## config.mk

```make
export PLATFORM = sky130hd
export DESIGN_NAME = cordic_pipe
export DESIGN_NICKNAME = d
export VERILOG_FILES = /design/src/rtl/cordic_pipe.sv
export SDC_FILE = /design/constraint.sdc
export NUM_CORES = 2
export LEC_CHECK = 0
export ABC_CLOCK_PERIOD_IN_PS = 69800
export BUFFER_PORTS_ARGS = -buffer_cell sky130_fd_sc_hd__buf_2
export CORE_MARGIN = 3
export CORE_UTILIZATION = 50
export CTS_BUF_LIST = sky130_fd_sc_hd__clkbuf_8 sky130_fd_sc_hd__clkbuf_16
export CTS_CLUSTER_SIZE = 14
export DETAILED_ROUTE_END_ITERATION = 8
export HOLD_SLACK_MARGIN = 0.06
export PLACE_DENSITY = 0.66
export SYNTH_ARGS = -nofsm -noshare
export SYNTH_HDL_FRONTEND = slang
export SYNTH_SLANG_ARGS = --single-unit
```

## constraint.sdc

```tcl
create_clock -name clk -period 69.8 [get_ports clk]
set_input_delay 6.98 -clock clk [delete_from_list [all_inputs] [get_ports clk]]
set_output_delay 6.98 -clock clk [all_outputs]
set_load 0.02 [all_outputs]
```

## src/rtl/cordic_pipe.sv

```systemverilog
// cordic_pipe: fully pipelined signed CORDIC engine with quadrant pre-rotation and per-sample mode
//   clk                 rising-edge clock
//   rst                 asynchronous active-high reset, clears every stage and the outputs
//   in_valid, in_ready  input handshake; in_ready = adv = !out_valid || out_ready
//   in_mode             0 = rotation (drive z to 0), 1 = vectoring (drive y to 0)
//   x_in, y_in          signed WIDTH-bit vector
//   z_in                signed angle, binary angle measure (2^ZWIDTH = 2*pi)
//   out_valid,out_ready output handshake; every stage holds while out_valid && !out_ready
//   out_mode            mode of the sample at the output
//   x_out, y_out        signed WIDTH+2-bit results carrying the uncompensated CORDIC gain
//   z_out               residual (rotation) or accumulated (vectoring) angle
// ZWIDTH is limited to 32 because the arctangent table is held at 32-bit precision.
module cordic_pipe #(
    parameter int WIDTH  = 16,
    parameter int ZWIDTH = 32,
    parameter int STAGES = 14
) (
    input  logic              clk,
    input  logic              rst,
    input  logic              in_valid,
    output logic              in_ready,
    input  logic              in_mode,
    input  logic [WIDTH-1:0]  x_in,
    input  logic [WIDTH-1:0]  y_in,
    input  logic [ZWIDTH-1:0] z_in,
    output logic              out_valid,
    input  logic              out_ready,
    output logic              out_mode,
    output logic [WIDTH+1:0]  x_out,
    output logic [WIDTH+1:0]  y_out,
    output logic [ZWIDTH-1:0] z_out
);
    localparam int XW = WIDTH + 2;

    // round(atan(2^-i) / (2*pi) * 2^32)
    localparam logic [31:0] ATAN [32] = '{
        32'h2000_0000, 32'h12E4_051E, 32'h09FB_385B, 32'h0511_11D4,
        32'h028B_0D43, 32'h0145_D7E1, 32'h00A2_F61E, 32'h0051_7C55,
        32'h0028_BE53, 32'h0014_5F2F, 32'h000A_2F98, 32'h0005_17CC,
        32'h0002_8BE6, 32'h0001_45F3, 32'h0000_A2FA, 32'h0000_517D,
        32'h0000_28BE, 32'h0000_145F, 32'h0000_0A30, 32'h0000_0518,
        32'h0000_028C, 32'h0000_0146, 32'h0000_00A3, 32'h0000_0051,
        32'h0000_0029, 32'h0000_0014, 32'h0000_000A, 32'h0000_0005,
        32'h0000_0003, 32'h0000_0001, 32'h0000_0001, 32'h0000_0000
    };

    // index 0 holds the pre-rotated sample, index k the result of micro-rotation k-1
    logic signed [XW-1:0]     xs [STAGES+1];
    logic signed [XW-1:0]     ys [STAGES+1];
    logic signed [ZWIDTH-1:0] zs [STAGES+1];
    logic                     ms [STAGES+1];
    logic                     vs [STAGES+1];

    logic signed [XW-1:0]     xn [STAGES];
    logic signed [XW-1:0]     yn [STAGES];
    logic signed [ZWIDTH-1:0] zn [STAGES];

    logic                     adv;
    logic                     flip;
    logic signed [XW-1:0]     x_ext;
    logic signed [XW-1:0]     y_ext;
    logic signed [XW-1:0]     x_pre;
    logic signed [XW-1:0]     y_pre;
    logic signed [ZWIDTH-1:0] z_pre;

    assign adv      = !vs[STAGES] || out_ready;
    assign in_ready = adv;

    // Rotating by 180 degrees brings every angle into the +/-90 degree range the
    // micro-rotations can reach; adding half a turn is a flip of the angle MSB.
    always_comb begin
        x_ext = XW'($signed(x_in));
        y_ext = XW'($signed(y_in));
        flip  = in_mode ? x_ext[XW-1] : (z_in[ZWIDTH-1] ^ z_in[ZWIDTH-2]);
        x_pre = flip ? -x_ext : x_ext;
        y_pre = flip ? -y_ext : y_ext;
        z_pre = $signed({z_in[ZWIDTH-1] ^ flip, z_in[ZWIDTH-2:0]});
    end

    for (genvar i = 0; i < STAGES; i++) begin : g_stage
        localparam logic signed [ZWIDTH-1:0] ATAN_I = ZWIDTH'(ATAN[i] >> (32 - ZWIDTH));
        logic up;
        // up = (d == +1): rotation steers z toward 0, vectoring steers y toward 0
        assign up    = ms[i] ? ys[i][XW-1] : !zs[i][ZWIDTH-1];
        assign xn[i] = up ? xs[i] - (ys[i] >>> i) : xs[i] + (ys[i] >>> i);
        assign yn[i] = up ? ys[i] + (xs[i] >>> i) : ys[i] - (xs[i] >>> i);
        assign zn[i] = up ? zs[i] - ATAN_I : zs[i] + ATAN_I;
    end

    always_ff @(posedge clk or posedge rst) begin
        if (rst) begin
            for (int k = 0; k <= STAGES; k++) begin
                xs[k] <= '0;
                ys[k] <= '0;
                zs[k] <= '0;
                ms[k] <= 1'b0;
                vs[k] <= 1'b0;
            end
        end else if (adv) begin
            xs[0] <= x_pre;
            ys[0] <= y_pre;
            zs[0] <= z_pre;
            ms[0] <= in_mode;
            vs[0] <= in_valid;
            for (int k = 0; k < STAGES; k++) begin
                xs[k+1] <= xn[k];
                ys[k+1] <= yn[k];
                zs[k+1] <= zn[k];
                ms[k+1] <= ms[k];
                vs[k+1] <= vs[k];
            end
        end
    end

    assign out_valid = vs[STAGES];
    assign out_mode  = ms[STAGES];
    assign x_out     = xs[STAGES];
    assign y_out     = ys[STAGES];
    assign z_out     = zs[STAGES];
endmodule

```

==> qor.csv <==
metric;value;unit
post-route ant nets;0;
Mapped Area;84900;um2
Synth Area per Inst;8.26;um2
clock-pin slew on the worst setup and hold paths;60;ps
first-pass GRT wire length;367;mm
Initial Util;50.5;%
GRT Util Overall;25.4;%
worst endpoint required time;62820;ps
final wirelength;223;mm
worst min path class;reg -> reg;
CTS tree;built;
worst-margin pin slew;1170;ps
# rows;150;
Root Buffer;clkbuf_16;
Die ar.;175000;um2
via count;72015;
cts bufs inserted;132;
leading area contributor after synthesis;dfrtp_1;
Detail Placement HPWL;169;mm
Max Cap Viol;0;
DRC;0;
setup_tns;0;ps
post-CTS setup buffer count;0;
ys async rst share;100;%
Gate Count Post-Synth;10277;
count leader, synth;nand2_1;
Pre-antenna DRT Iters;7;
final setup fails;0;
# port buffers;139;
Area growth syn-to-layout;7.97;%
Max Clock Freq;0.0653;GHz
outcome;finished, final reports clean;
Die Wd;418;um
Core ar.;168000;um2
skew final;26.2;ps
clock sink total;1049;
Max clock buf depth;3;
grt total ovfl;0;
Critical Path End Type;output port;
Mapped Nets;11318;
R2R depth;18;
Final Max Tran Viols;0;
vias in the first global route;70120;
Synth Flop Type;dfrtp_1;
share of layout cells above drive strength 1;5.16;%
Slew headroom;21.1;%
CTS H-tree lvls;4;
sequential share of the synthesized area;30.9;%
fill count;15537;
NumNets Final;11238;
fin crit period;15320;ps
Boundary Pins;140;
#FFs+latches synth;1049;
count of different cell masters after synthesis;88;
Final period util;21.9;%
commonest cells in the netlist;nand2_1 (1287), a21oi_1 (1141), dfrtp_1 (1049);
first-iteration detailed-routing DRC count;4221;
CP arrival;8340;ps
worst hold stages;2;
Worst-Skew Late Latency;790;ps
endpoints failing hold;0;
CP Class;in -> out;
Via density;5.76;
drt wl/cell;17.8;um
die height;418;um
Worst Path Max Fanout;206;
CTS Hold Bufs;0;
RD Place Congestion;0.922;
share of the synthesized area in the top cell type;30.9;%
Yosys warning total;0;
Critical Path Start Type;input port;
initial antenna violation count;13;
largest cells by area after synthesis;dfrtp_1 (31%), ha_1 (14%), a21oi_1 (6.7%);
largest net degree at the start of global routing;223;
post-cts sizing count;0;
RSZ-0062 raised after global routing;no;
Post-synth EDFFs;0;
[logic make-up (layout without fill, tap and decap cells)]
kind of cell	count (synthesis)	after routing	synth area share, %
AOI/OAI and AO/OA	3202	3202	23.1
other	0	7	0
and+or+nand+nor	3269	3269	17.1
buffers and inverters	790	813	3.80
adders and majority gates	972	972	14.7
DFF	1049	1049	30.9
xor gates and xnor gates	959	959	9.90
muxes	36	36	0.448
[final timing paths]
| path | start | end | slack [ps] |
|---|---|---|---|
| worst min register to register | vs[1] | vs[1] | 460 |
| min in group asynchronous | rst | zs[65] | 6310 |
| worst max register to register | ys[35] | y_out[14] | 63600 |
| worst min-delay path | vs[1] | vs[1] | 460 |
| worst max-delay path | out_ready | in_ready | 54480 |
| max in group asynchronous | rst | zs[364] | 60140 |
[per-layer routing]
metal	wire length, um	GRT usage, %
met1	100000	33.0
met2	104000	42.6
met3	7990	2.95
met4	10300	11.1
met5	13	0
[critical path: stages]
cell and delay, ps:
buf_2 110, nor2b_4 120, buf_12 420, inv_8 350, buf_2 270
[placed cells by master (no fill, tap or decap), drive strengths merged, types with 84 or more instances in the layout]
| cell | synthesis | final |
|---|---|---|
| o31ai | 142 | 142 |
| a21o | 330 | 330 |
| xnor2 | 492 | 492 |
| nand2 | 1287 | 1287 |
| o21bai | 118 | 118 |
| nand2b | 118 | 118 |
| nand3 | 141 | 141 |
| or3 | 84 | 84 |
| dfrtp | 1049 | 1049 |
| ha | 929 | 929 |
| clkbuf | 317 | 161 |
| buf | 93 | 196 |
| a21oi | 1143 | 1143 |
| nor2b | 101 | 101 |
| xor2 | 467 | 467 |
| o21ai | 762 | 762 |
| nor2 | 984 | 984 |
| inv | 377 | 406 |
| o21a | 140 | 140 |
| nor3 | 217 | 217 |
| a211oi | 109 | 109 |
[registers in the layout (all words and copies together) (netlist names)]
signal     cells
out_mode       1
out_valid      1
y_out         18
vs            14
ys           252
xs           251
x_out         18
z_out         32
ms            14
zs           448
[layout make-up]
cell class / count / area (um2) / area share [%]
multi-input cells: 8438 / 55500 / 60.6
clock buffers: 161 / 3740 / 4.08
well taps: 2204 / 2760 / 3.01
clock inverters: 76 / 719 / 0.785
inverters: 380 / 1440 / 1.57
diodes: 7 / 17.5 / 0.0191
repair buffers: 196 / 1210 / 1.32
flip-flops and latches: 1049 / 26300 / 28.6
[stage by stage]
stage	utilization, %	setup WS, ps	cell area [um2]	instances	hold slack [ps]
final	54.6	54480	91600	12511	461
after global routing	54.6	54230	91600	12511	485
after floorplan	-	33290	84900	10277	430
after detailed placement	51.9	54300	87200	12267	449
after CTS	54.5	54300	91600	12504	461
after global placement	51.9	54310	87200	12267	441
Power is left out: the tool's default activity adds up to more than one toggle a clock period on the data nets, which glitch-free logic cannot reach.
